File: config.mk
export PLATFORM = sky130hd
export DESIGN_NAME = issue_select
export DESIGN_NICKNAME = d
export VERILOG_FILES = /design/src/rtl/issue_select.sv
export SDC_FILE = /design/constraint.sdc
export NUM_CORES = 1
export LEC_CHECK = 0
export CAP_MARGIN = 20
export CELL_PAD_IN_SITES_DETAIL_PLACEMENT = 1
export CELL_PAD_IN_SITES_GLOBAL_PLACEMENT = 1
export CORE_ASPECT_RATIO = 0.8
export CORE_MARGIN = 1
export CORE_UTILIZATION = 30
export CTS_BUF_LIST = sky130_fd_sc_hd__clkbuf_4 sky130_fd_sc_hd__clkbuf_8
export CTS_CLUSTER_SIZE = 8
export DETAILED_ROUTE_END_ITERATION = 10
export PLACE_DENSITY = 0.65
export SYNTH_ARGS = -nofsm -noshare
export SYNTH_HDL_FRONTEND = slang
export SYNTH_SLANG_ARGS = --single-unit
File: constraint.sdc
create_clock -name clk -period 4.3 [get_ports clk]
set_input_delay 0.86 -clock clk [delete_from_list [all_inputs] [get_ports clk]]
set_output_delay 0.86 -clock clk [all_outputs]
set_load 0.02 [all_outputs]
File: src/rtl/issue_select.sv
// Round-robin issue select for the reservation station, followed by a fixed-latency
// FU pipeline model that reports completions as retire index and one-hot wakeup mask.
module issue_select #(
  parameter int RS_ENTRIES = 8,
  parameter int EXEC_LAT   = 3,
  localparam int IDX_W     = (RS_ENTRIES > 1) ? $clog2(RS_ENTRIES) : 1
) (
  input  logic                  clk,
  input  logic                  rst,
  input  logic [RS_ENTRIES-1:0] reqs,
  input  logic                  exec_stall,
  input  logic                  flush,
  output logic [RS_ENTRIES-1:0] grant,
  output logic                  grant_valid,
  output logic [RS_ENTRIES-1:0] ready_mask,
  output logic [IDX_W-1:0]      retire_entry,
  output logic                  retire_valid
);

  localparam int LAST = EXEC_LAT - 1;

  logic [IDX_W-1:0] ptr;
  logic [IDX_W-1:0] sel_idx;
  logic [IDX_W-1:0] cand;
  logic             found;
  int               cand_w;

  logic             stage_v   [EXEC_LAT];
  logic [IDX_W-1:0] stage_idx [EXEC_LAT];

  // Scan starts at ptr and wraps; the first requester found wins.
  always_comb begin
    found   = 1'b0;
    sel_idx = '0;
    cand_w  = 0;
    cand    = '0;
    for (int k = 0; k < RS_ENTRIES; k++) begin
      cand_w = (int'(ptr) + k) % RS_ENTRIES;
      cand   = IDX_W'(cand_w);
      if (!found && reqs[cand]) begin
        found   = 1'b1;
        sel_idx = cand;
      end
    end
  end

  // rst gating keeps the combinational grant quiet while reset is held.
  assign grant_valid = rst & found & ~exec_stall & ~flush;
  assign grant       = grant_valid ? (RS_ENTRIES'(1) << sel_idx) : '0;

  always_ff @(posedge clk or negedge rst) begin
    if (!rst) begin
      ptr <= '0;
    end else if (flush) begin
      ptr <= '0;
    end else if (grant_valid) begin
      ptr <= (sel_idx == IDX_W'(RS_ENTRIES - 1)) ? '0 : sel_idx + 1'b1;
    end
  end

  always_ff @(posedge clk or negedge rst) begin
    if (!rst) begin
      for (int k = 0; k < EXEC_LAT; k++) begin
        stage_v[k]   <= 1'b0;
        stage_idx[k] <= '0;
      end
    end else if (flush) begin
      for (int k = 0; k < EXEC_LAT; k++) begin
        stage_v[k] <= 1'b0;
      end
    end else if (!exec_stall) begin
      stage_v[0]   <= grant_valid;
      stage_idx[0] <= sel_idx;
      for (int k = 1; k < EXEC_LAT; k++) begin
        stage_v[k]   <= stage_v[k-1];
        stage_idx[k] <= stage_idx[k-1];
      end
    end
  end

  // The last stage only drains on an advancing edge, so each op retires once.
  assign retire_valid = stage_v[LAST] & ~exec_stall & ~flush;
  assign retire_entry = retire_valid ? stage_idx[LAST] : '0;
  assign ready_mask   = retire_valid ? (RS_ENTRIES'(1) << stage_idx[LAST]) : '0;

endmodule

# After elaboration in Yosys (flattened, before gate mapping)
# Cells that the tools add are included.
totals:
  regBits: 15
  latchBits: 0
  ramBits: 0
  rom_bits: 0
  elab_cells: 90
  memories: 0
classes:
  n_addsub: 8
  multipliers: 0
  n_div: 0
  order_cmp: 8
  n_eq_ne: 2
  shifts: 2
  muxes: 40
  n_bitwise: 7
  n_reduce_logical: 16
op_table:
  columns: ["cell", "count"]
  rows:
  - ["$mux 3", 14]
  - ["$lt 3x4->1 const B", 8]
  - ["$bmux 1 s3", 8]
  - ["$mux 1", 16]
  - ["$mux 8", 2]
  - ["$shl 1x3->8 const A", 2]
  - ["$add 3x3->3 const B", 4]
  - ["$logic_and 1x1->1", 7]
  - ["$logic_not 1->1", 7]
  - ["$add 3x1->3 const B", 2]
  - ["$add 3x2->3 const B", 2]
  - ["$and 1x1->1", 5]
  - ["$eq 3x3->1 const B", 1]
  - ["$ne 2x1->1 const B", 1]
  - ["$not 1->1", 2]
  - ["$reduce_and 2->1", 1]
  - ["$reduce_bool 2->1", 1]

# Longest topological paths before layout
# Gate-level depths: netlist of the first run.
depth:
  ltp_word: 29
  ltp_mapped: 17
  mapped_depth_nobuf: 14

# Worst setup path after synthesis of the first run
# OpenSTA, ideal clock, no wires.
synth_path:
  kind: "register to output"
  from: "register ptr[1]"
  to: "output grant[7]"
  t_arrival_ps: 3557
  path_slack_ps: -117
  stages_incl_launch_ff: 16
  path_cell_list: "dfrtp_1 -> clkbuf_1 -> inv_2 -> ha_1 -> buf_2 -> buf_6 -> mux2_1 -> a221oi_2 -> a32oi_1 -> o32a_1 -> nand2_1 -> o211ai_1 -> or2_2 -> ha_1 -> ha_1 -> and2_1"
synth_lines:
  columns: ["item", "line", "source"]
  rows:
  - ["start, declared", "22", "logic [IDX_W-1:0] ptr;"]
  - ["start signal, assigned", "57", "ptr <= (sel_idx == IDX_W'(RS_ENTRIES - 1)) ? '0 : sel_idx + 1'b1;"]
  - ["branches (longest 23 deep; another with $add 3x1->3)", null, null]
  - ["$mux 3 *", "40", "if (!found && reqs[cand]) begin"]
  - ["named net sel_idx[1]", "23", "logic [IDX_W-1:0] sel_idx;"]
  - ["$shl 1x3->8 *", "49", "assign grant = grant_valid ? (RS_ENTRIES'(1) << sel_idx) : '0;"]
  - ["$mux 8 *", "49", null]
  - ["end, declared", "13", "output logic [RS_ENTRIES-1:0] grant,"]
# Mark *: on every way through the listed nets, which the timed path passes. The select of a mux whose other input is x is not followed.

# Worst setup path after layout of the first run
layout_path:
  from: "register ptr[0]"
  to: "output grant[3]"
# The elaborated chain is that of the path after synthesis.

==> results of run 1 <==
## power groups by stage
stage          Combinational (mW)  Clock (mW)  Sequential [mW]
2_1_floorplan               0.452           0            0.209
3_3_place_gp                0.697           0            0.222
3_5_place_dp                0.711           0            0.224
4_1_cts                     0.772       0.122            0.222
5_1_grt                     0.994       0.129            0.234
6_report                    0.919       0.118            0.223
## final timing paths
path | start | endpoint | slack [ns] | depth (start not counted)
max | ptr[0] | grant[3] | 0.07 | 16
min | stage_idx[6] | stage_idx[3] | 0.50 | 1
max reg2reg | ptr[0] | ptr[1] | 0.91 | 17
min reg2reg | stage_idx[6] | stage_idx[3] | 0.50 | 1
max in group asynchronous | rst | stage_v[0] | 3.12 | 2
min in group asynchronous | rst | stage_idx[2] | 1.00 | 2
## flip-flops by register name, summed over array words and instances, names as in the netlist
name	cells
ptr	3
stage_v	3
stage_idx	9
## cell usage in the layout (no fill, tap or decap), types with 9 or more instances in the layout
master,instances
buf_4,53
nor2_1,21
nand2_1,18
clkdlybuf4s50_1,15
dfrtp_1,15
mux2i_1,12
mux2_2,10
buf_6,10
mux4_2,9
## worst max-delay path, stage by stage (launching register included)
cell and delay [ns]:
dfrtp_1 0.40, inv_2 0.08, ha_4 0.22, buf_4 0.14, mux2i_1 0.16, mux4_2 0.52
a32oi_4 0.23, buf_6 0.14, nor2_4 0.05, buf_4 0.14, nand2_2 0.05, o211ai_1 0.10
or2_4 0.28, ha_4 0.17, ha_1 0.18, and2_4 0.14, buf_6 0.12
## final cells by class
type,count,area (um2)
fillers,647,2860
multi-input cells,153,1426
repair buffers,88,718.2
flip-flops and latches,15,375.4
well taps,78,97.59
clock buffers,4,48.80
inverters,7,28.78
## cell families (layout without fill, tap and decap cells)
group	after synthesis	count (layout)	share of synthesized area
AND/OR/NAND/NOR	78	78	0.2241
buffers and inverters	17	99	0.05035
multiplexers	36	36	0.3028
adder cells (fa/ha/maj)	8	8	0.05674
AO/OA/AOI/OAI	29	29	0.1433
XOR/XNOR	2	2	0.009931
flip-flops	15	15	0.2128
## per-layer routing
layer,share of wire,vias up,wire length (um),global-route usage
met4,0.0030,0,17,0.01639
li1,-,851,-,-
met5,0,-,0,0
met3,0.027,2,150,0.02450
met2,0.46,32,2597,0.2885
met1,0.50,860,2821,0.2797
## timing repair
item	CTS	global route
pin swaps	6	10
cloned	0	0
setup buffers	7	9
gates resized for setup	66	49
hold endpoints to repair	0	0
setup endpoints to repair	9	9
## synthesized netlist by cell type, types with 3 or more instances
library cell and count:
nand2b_1 6, nor3b_1 3, mux2i_1 14, nor2_1 23, nor3_1 3, dfrtp_1 15, ha_1 8, and3_1 6
inv_1 6, clkbuf_1 5, mux2_2 8, buf_6 3, mux4_1 5, o21ai_0 3, mux4_2 5, nand2_1 19
and2_1 3, nand3b_1 3, o211ai_1 3, nand3_1 4, a21oi_1 4
## through the flow
step	cells	util	total power [mW]	setup WS (ns)	cell area, um2
CTS	336	0.4507	1.117	-0.02522	2504
floorplan	185	-	0.6614	0.002823	1765
detailed placement	325	0.4356	0.9345	-0.8630	2420
global placement	325	0.4356	0.9189	-0.7708	2420
global route	345	0.4851	1.356	-0.05907	2695
finish	345	0.4851	1.259	0.06662	2695
==> flow_metrics.env, run 1 <==
export IMPL_outcome="completed"
export IMPL_cts_sinks=15
export IMPL_final_antenna_net_count=0
export IMPL_routed_via_count=1745
export IMPL_critPathLaunchType="register"
export IMPL_vias_per_cell=5.058
export IMPL_yosysWarnings=0
export IMPL_p_switching_mw=0.5126
export IMPL_firstDrtPassIters=4
export IMPL_maxSlewViolCount=0
export IMPL_power_density_mw_per_mm2=467.3
export IMPL_internal_power_mw=0.7467
export IMPL_vdd_drop_max_v=0.0001958
export IMPL_cts_clk_slew_worst_paths_ns=0.06
export IMPL_max_freq_mhz=236.2
export IMPL_required_ns=3.44
export IMPL_core_mm2=0.005555
export IMPL_drcViolationCount=0
export IMPL_wl_per_cell_um=16.19
export IMPL_finalCritPeriodShare=0.9845
export IMPL_synth_largest_area_cell="dfrtp_1"
export IMPL_synthArstFlopShare=1.000
export IMPL_setup_viol=0
export IMPL_overflow=0
export IMPL_ys_seq_area_frac=0.2128
export IMPL_skew_ns=0.002167
export IMPL_ys_types=50
export IMPL_rsz0062_at_grt="true"
export IMPL_synth_area_leaders="dfrtp_1, mux2i_1, mux4_1, mux4_2, ha_1"
export IMPL_grt_pass1_vias=1714
export IMPL_netlist_area_mm2=0.001764
export IMPL_area_delta_synth_final_pct=52.77
export IMPL_grt_start_max_net_pins=22
export IMPL_clkPwrFrac=0.093
export IMPL_hold_buffers=0
export IMPL_synth_avg_cell_area_um2=9.536
export IMPL_n_antenna_cell=0
export IMPL_cp_end_kind="output pin"
export IMPL_rows=24
export IMPL_htree_levels=1
export IMPL_share_comb_of_total_power=0.730
export IMPL_whs_ns=0.5007
export IMPL_start_util=0.3176
export IMPL_synth_nets=205
export IMPL_ioPinCount=33
export IMPL_gp_congestion=0.7750
export IMPL_cts_tree="built"
export IMPL_synth_edf_count=0
export IMPL_place_hpwl_mm=4.119
export IMPL_syn_inst=185
export IMPL_die_area_mm2=0.006193
export IMPL_cts_root_buffer="clkbuf_8"
export IMPL_dieHeight_um=70.59
export IMPL_hold_class="reg2reg"
export IMPL_path_max_fanout=6
export IMPL_swShare=0.4070
export IMPL_grt_first_pass_wirelength_mm=8.887
export IMPL_io_buffers=32
export IMPL_tightest_slew_ns=0.5431
export IMPL_track_usage=0.1842
export IMPL_period_minus_slack_ns=4.233
export IMPL_netlist_area_leader_share=0.2128
export IMPL_synthFlopType="dfrtp_1"
export IMPL_drive_gt1_frac=0.4644
export IMPL_synth_seq_cells=15
export IMPL_drt_iter0_markers=100
export IMPL_chipWidth_um=87.74
export IMPL_slew_headroom=0.6379
export IMPL_grt_antenna_before_repair=0
export IMPL_maxCapViolations=0
export IMPL_hold_violations=0
export IMPL_worstSkewPairLatency_ns=0.24
export IMPL_cts_buffers_inserted=3
export IMPL_p_seq_frac=0.177
export IMPL_arrival_ns=3.37
export IMPL_cts_buffer_depth=2
export IMPL_wl_mm=5.587
export IMPL_tns_ns=0
export IMPL_cellLeakagePower_nw=1.140
export IMPL_crit_type="reg2out"
export IMPL_nets=288
Note: power is estimated with default switching activity, not from simulation.
==> run 2, diff against run 1 <==
--- a/config.mk
+++ b/config.mk
@@ -5,7 +5,7 @@
 export SDC_FILE = /design/constraint.sdc
 export NUM_CORES = 1
 export LEC_CHECK = 0
-export CAP_MARGIN = 20
+export CAP_MARGIN = 10
 export CELL_PAD_IN_SITES_DETAIL_PLACEMENT = 1
 export CELL_PAD_IN_SITES_GLOBAL_PLACEMENT = 1
 export CORE_ASPECT_RATIO = 0.8
@@ -14,7 +14,7 @@
 export CTS_BUF_LIST = sky130_fd_sc_hd__clkbuf_4 sky130_fd_sc_hd__clkbuf_8
 export CTS_CLUSTER_SIZE = 8
 export DETAILED_ROUTE_END_ITERATION = 10
-export PLACE_DENSITY = 0.65
+export PLACE_DENSITY = 0.61
 export SYNTH_ARGS = -nofsm -noshare
 export SYNTH_HDL_FRONTEND = slang
 export SYNTH_SLANG_ARGS = --single-unit
==> flow_metrics.env, run 2 (synthesis gave the netlist of run 1 again) <==
export IMPL_outcome="completed"
export IMPL_dieHeight_um=70.59
export IMPL_area_delta_synth_final_pct=51.28
export IMPL_wl_mm=5.896
export IMPL_grt_pass1_vias=1895
export IMPL_cts_clk_slew_worst_paths_ns=0.06
export IMPL_dp_cells=325
export IMPL_firstDrtPassIters=4
export IMPL_cts_buffers_inserted=3
export IMPL_vias_per_cell=5.238
export IMPL_nFillCells=647
export IMPL_r2r_start="ptr[0]"
export IMPL_cts_root_buffer="clkbuf_8"
export IMPL_hold_violations=0
export IMPL_worstSkewPairLatency_ns=0.25
export IMPL_place_hpwl_mm=4.581
export IMPL_hold_class="reg2reg"
export IMPL_timing_rr_end="ptr[1]"
export IMPL_rsz0062_at_grt="true"
export IMPL_drcViolationCount=0
export IMPL_hold_buffers=0
export IMPL_crit_type="in2out"
export IMPL_largest_reg_flops=9
export IMPL_max_freq_mhz=235.4
export IMPL_hp_start="stage_idx[5]"
export IMPL_routed_via_count=1781
export IMPL_cp_end_kind="output pin"
export IMPL_cts_buffer_depth=2
export IMPL_rows=24
export IMPL_final_antenna_net_count=0
export IMPL_grt_first_pass_wirelength_mm=9.390
export IMPL_hold_depth=1
export IMPL_wl_per_cell_um=17.34
export IMPL_ioPinCount=33
export IMPL_drive_gt1_frac=0.4695
export IMPL_timing_final_ws_setup_ns=0.05269
export IMPL_grt_antenna_before_repair=0
export IMPL_core_mm2=0.005555
export IMPL_post_layout_nonfiller_instances=340
export IMPL_dp_slack_ns=-0.8928
export IMPL_die_area_mm2=0.006193
export IMPL_tns_ns=0
export IMPL_period_minus_slack_ns=4.247
export IMPL_chipWidth_um=87.74
export IMPL_slew_headroom=0.6584
export IMPL_cts_tree="built"
export IMPL_maxSlewViolCount=0
export IMPL_required_ns=3.44
export IMPL_setup_viol=0
export IMPL_nets=283
export IMPL_reg2reg_slack_ns=0.79
export IMPL_power_total_mw=1.234
export IMPL_skew_ns=0.003493
export IMPL_final_common_cell="buf_4"
export IMPL_max_flop_register="stage_idx"
export IMPL_grt_start_max_net_pins=22
export IMPL_power_density_mw_per_mm2=462.4
export IMPL_htree_levels=1
export IMPL_layout_common_cells="buf_4, nor2_1, nand2_1"
export IMPL_track_usage=0.1959
export IMPL_postLayoutCoreUtil=0.4804
export IMPL_path_max_fanout=7
export IMPL_cts_sinks=15
export IMPL_drt_iter0_markers=50
export IMPL_tightest_slew_ns=0.5123
export IMPL_io_buffers=32
export IMPL_n_antenna_cell=0
export IMPL_start_util=0.3176
export IMPL_worstRegToRegCells=15
export IMPL_min_to="stage_idx[2]"
export IMPL_overflow=0
export IMPL_critPathLaunchType="input port"
export IMPL_cellLeakagePower_nw=1.102
export IMPL_vdd_drop_max_v=0.0001607
export IMPL_gp_congestion=0.8070
export IMPL_maxCapViolations=0
export IMPL_top_regs="stage_idx (9), ptr (3), stage_v (3)"
export IMPL_finalCritPeriodShare=0.9877
export IMPL_arrival_ns=3.39
[run 2: changes by cell type in the layout (fill, tap and decap cells not counted), sizes merged]
cell           before  now
buf                68   63
dlymetal6s2s        1    0
clkdlybuf4s50      15   16
[run 2: worst max path at each step]
stage	start	end	slack (ns)	cells past startpoint
after floorplan	ptr[0]	grant[7]	0.003	15
after global placement	reqs[7]	grant[7]	-0.77	12
after detailed placement	reqs[7]	grant[3]	-0.89	12
after CTS	ptr[1]	grant[3]	0.004	13
after global routing	ptr[0]	grant[6]	-0.05	16
final	reqs[7]	grant[7]	0.05	12
[run 2: per-stage QoR]
step	instance area, um2	hold WS, ns
detailed placement	2420	0.4957
global route	2669	0.5353
floorplan	1765	0.4750
finish	2669	0.5086
global placement	2420	0.4842
CTS	2495	0.5099
[run 2: repair_timing]
action / CTS / global route
pin swaps: 7 / 11
resized for setup: 74 / 46
setup endpoints to repair: 9 / 8
endpoints found under the hold margin: 0 / 0
buffers inserted: 3 / 8
[run 2: power breakdown]
group          total [mW]  internal [mW]  switching (mW)
clock network       0.122         0.0720          0.0499
registers           0.225          0.183          0.0415
logic               0.887          0.465           0.422
total                1.23          0.721           0.514
[run 2: layout make-up]
class                           instances  area, um2  share of cell area
Clock buffer                            4      48.80             0.01828
Inverter                                7      26.28            0.009845
Multi-Input combinational cell        153       1444              0.5410
Sequential cell                        15      375.4              0.1406
Tap cell                               78      97.59             0.03657
Timing Repair Buffer                   83      676.9              0.2536
[run 2: per-layer routing]
metal  up-vias  routed length, um  GRT usage
met3         2                211    0.02800
met5         -                  0          0
met4         0                 12    0.02004
met2        45               3069     0.3506
met1       898               2603     0.2575
li1        836                  -          -
[run 2: worst max-delay path, cell delays in order]
cell	delay [ns]
buf_6	0.11
mux4_2	0.51
a221oi_4	0.27
a32oi_4	0.19
o32a_1	0.39
nand2_1	0.06
o211ai_1	0.11
or2_4	0.29
ha_4	0.19
ha_4	0.16
and2_4	0.13
buf_6	0.12
==> run 3, diff against run 2 <==
--- a/config.mk
+++ b/config.mk
@@ -14,6 +14,7 @@
 export CTS_BUF_LIST = sky130_fd_sc_hd__clkbuf_4 sky130_fd_sc_hd__clkbuf_8
 export CTS_CLUSTER_SIZE = 8
 export DETAILED_ROUTE_END_ITERATION = 10
+export GPL_TIMING_DRIVEN = 0
 export PLACE_DENSITY = 0.61
 export SYNTH_ARGS = -nofsm -noshare
 export SYNTH_HDL_FRONTEND = slang
==> flow_metrics.env, run 3 (synthesis gave the netlist of run 1 again) <==
export IMPL_outcome="finished with violations"
export IMPL_violations="negative setup slack"
export IMPL_cellLeakagePower_nw=1.065
export IMPL_slowest_delay_ns=0.39
export IMPL_required_ns=3.44
export IMPL_worstPathCellList="buf_8 -> clkinvlp_4 -> ha_4 -> buf_8 -> mux2_4 -> a221oi_4 -> a32oi_4 -> o32a_1 -> nand2_1 -> o211ai_1 -> or2_4 -> ha_4 -> ha_4 -> and2_4 -> buf_6"
export IMPL_grt_pass1_vias=1772
export IMPL_hold_class="reg2reg"
export IMPL_vdd_drop_max_v=0.0001470
export IMPL_power_density_mw_per_mm2=483.7
export IMPL_power_total_mw=1.283
export IMPL_maxCapViolations=0
export IMPL_cts_tree="built"
export IMPL_overflow=0
export IMPL_cts_sinks=15
export IMPL_rsz0062_at_grt="true"
export IMPL_setup_viol=8
export IMPL_cts_clk_slew_worst_paths_ns=0.07
export IMPL_slew_headroom=0.4931
export IMPL_io_buffers=31
export IMPL_cts_buffer_depth=2
export IMPL_top_regs="stage_idx (9), ptr (3), stage_v (3)"
export IMPL_largest_reg_flops=9
export IMPL_tightest_slew_ns=0.7580
export IMPL_grt_first_pass_wirelength_mm=9.156
export IMPL_place_hpwl_mm=4.118
export IMPL_grt_start_max_net_pins=18
export IMPL_n_antenna_cell=0
export IMPL_wl_mm=5.912
export IMPL_tns_ns=-1.083
export IMPL_rows=24
export IMPL_period_minus_slack_ns=4.489
export IMPL_max_freq_mhz=222.7
export IMPL_gp_congestion=0.8103
export IMPL_die_area_mm2=0.006193
export IMPL_crit_type="reg2out"
export IMPL_max_flop_register="stage_idx"
export IMPL_track_usage=0.1935
export IMPL_final_common_cell="buf_4"
export IMPL_worstSkewPairLatency_ns=0.26
export IMPL_ioPinCount=33
export IMPL_timing_final_ws_setup_ns=-0.1894
export IMPL_dieHeight_um=70.59
export IMPL_nets=276
export IMPL_grt_antenna_before_repair=0
export IMPL_wl_per_cell_um=17.75
export IMPL_cts_buffers_inserted=3
export IMPL_skew_ns=0.008056
export IMPL_finalCritPeriodShare=1.044
export IMPL_chipWidth_um=87.74
export IMPL_start_util=0.3176
export IMPL_core_mm2=0.005555
export IMPL_critPathLaunchType="register"
export IMPL_nFillCells=621
export IMPL_cts_root_buffer="clkbuf_8"
export IMPL_hold_buffers=0
export IMPL_drcViolationCount=0
export IMPL_area_delta_synth_final_pct=50.35
export IMPL_firstDrtPassIters=4
export IMPL_drt_iter0_markers=107
export IMPL_drive_gt1_frac=0.4157
export IMPL_cp_common_cell="ha_4"
export IMPL_htree_levels=1
export IMPL_layout_common_cells="buf_4, nor2_1, nand2_1"
export IMPL_hold_violations=0
export IMPL_final_antenna_net_count=0
export IMPL_slowest_stage="dfrtp_2"
export IMPL_path_max_fanout=4
export IMPL_routed_via_count=1760
export IMPL_maxSlewViolCount=0
export IMPL_cp_end_kind="output pin"
export IMPL_vias_per_cell=5.285
export IMPL_arrival_ns=3.63
[run 3: worst paths after layout]
kind / slack (ns) / to / startpoint / depth (start not counted)
setup / recovery: -0.19 / grant[7] / ptr[0] / 15
hold / removal: 0.51 / stage_idx[4] / stage_idx[4] / 1
setup reg to reg: 0.50 / ptr[1] / ptr[0] / 17
hold reg to reg: 0.51 / stage_idx[4] / stage_idx[4] / 1
max in group asynchronous: 2.73 / ptr[0] / rst / 1
min in group asynchronous: 1.05 / ptr[1] / rst / 1
[run 3: worst max-delay path: cells and delay by family, from the launching register on]
kind	cells	cell delay (ns)
and+or+nand+nor	3	0.52
buffers and inverters	4	0.44
adders and majority gates	3	0.63
DFF	1	0.39
muxes	1	0.31
AOI/OAI and AO/OA	4	1.06
[run 3: through the flow]
stage	hold WS (ns)	utilization	setup slack, ns	cells	instance area (um2)
floorplan	0.4750	-	0.002823	185	1765
global placement	0.4856	0.3912	-1.190	294	2173
CTS	0.5103	0.4532	-0.1435	323	2517
detailed placement	0.4919	0.3912	-1.315	294	2173
finish	0.5060	0.4775	-0.1894	333	2653
global route	0.5305	0.4775	-0.2918	333	2653
[run 3: area by class of cell]
cell class / count / area (um2) / area share
inverters: 7 / 37.54 / 0.01415
multi-input cells: 153 / 1443 / 0.5439
clock buffers: 3 / 41.29 / 0.01557
clock inverters: 1 / 7.507 / 0.002830
well taps: 78 / 97.59 / 0.03679
plain buffers: 9 / 75.07 / 0.02830
flip-flops and latches: 15 / 376.6 / 0.1420
repair buffers: 67 / 574.3 / 0.2165
[run 3: where the power goes]
part | switching [mW] | internal [mW]
Sequential | 0.0341 | 0.183
Clock | 0.0570 | 0.0652
Combinational | 0.447 | 0.497
Total | 0.538 | 0.745
[run 3: metal layers]
metal / wire, um / global-route usage
met2: 2918 / 0.3161
met5: 0 / 0
met1: 2741 / 0.2769
met3: 230 / 0.03034
met4: 22 / 0.02550
[run 3: timing repair]
action	CTS	global route
resized for setup	86	21
pin swaps	11	10
endpoints found under the setup margin	9	9
gates cloned	0	0
buffers inserted	25	11
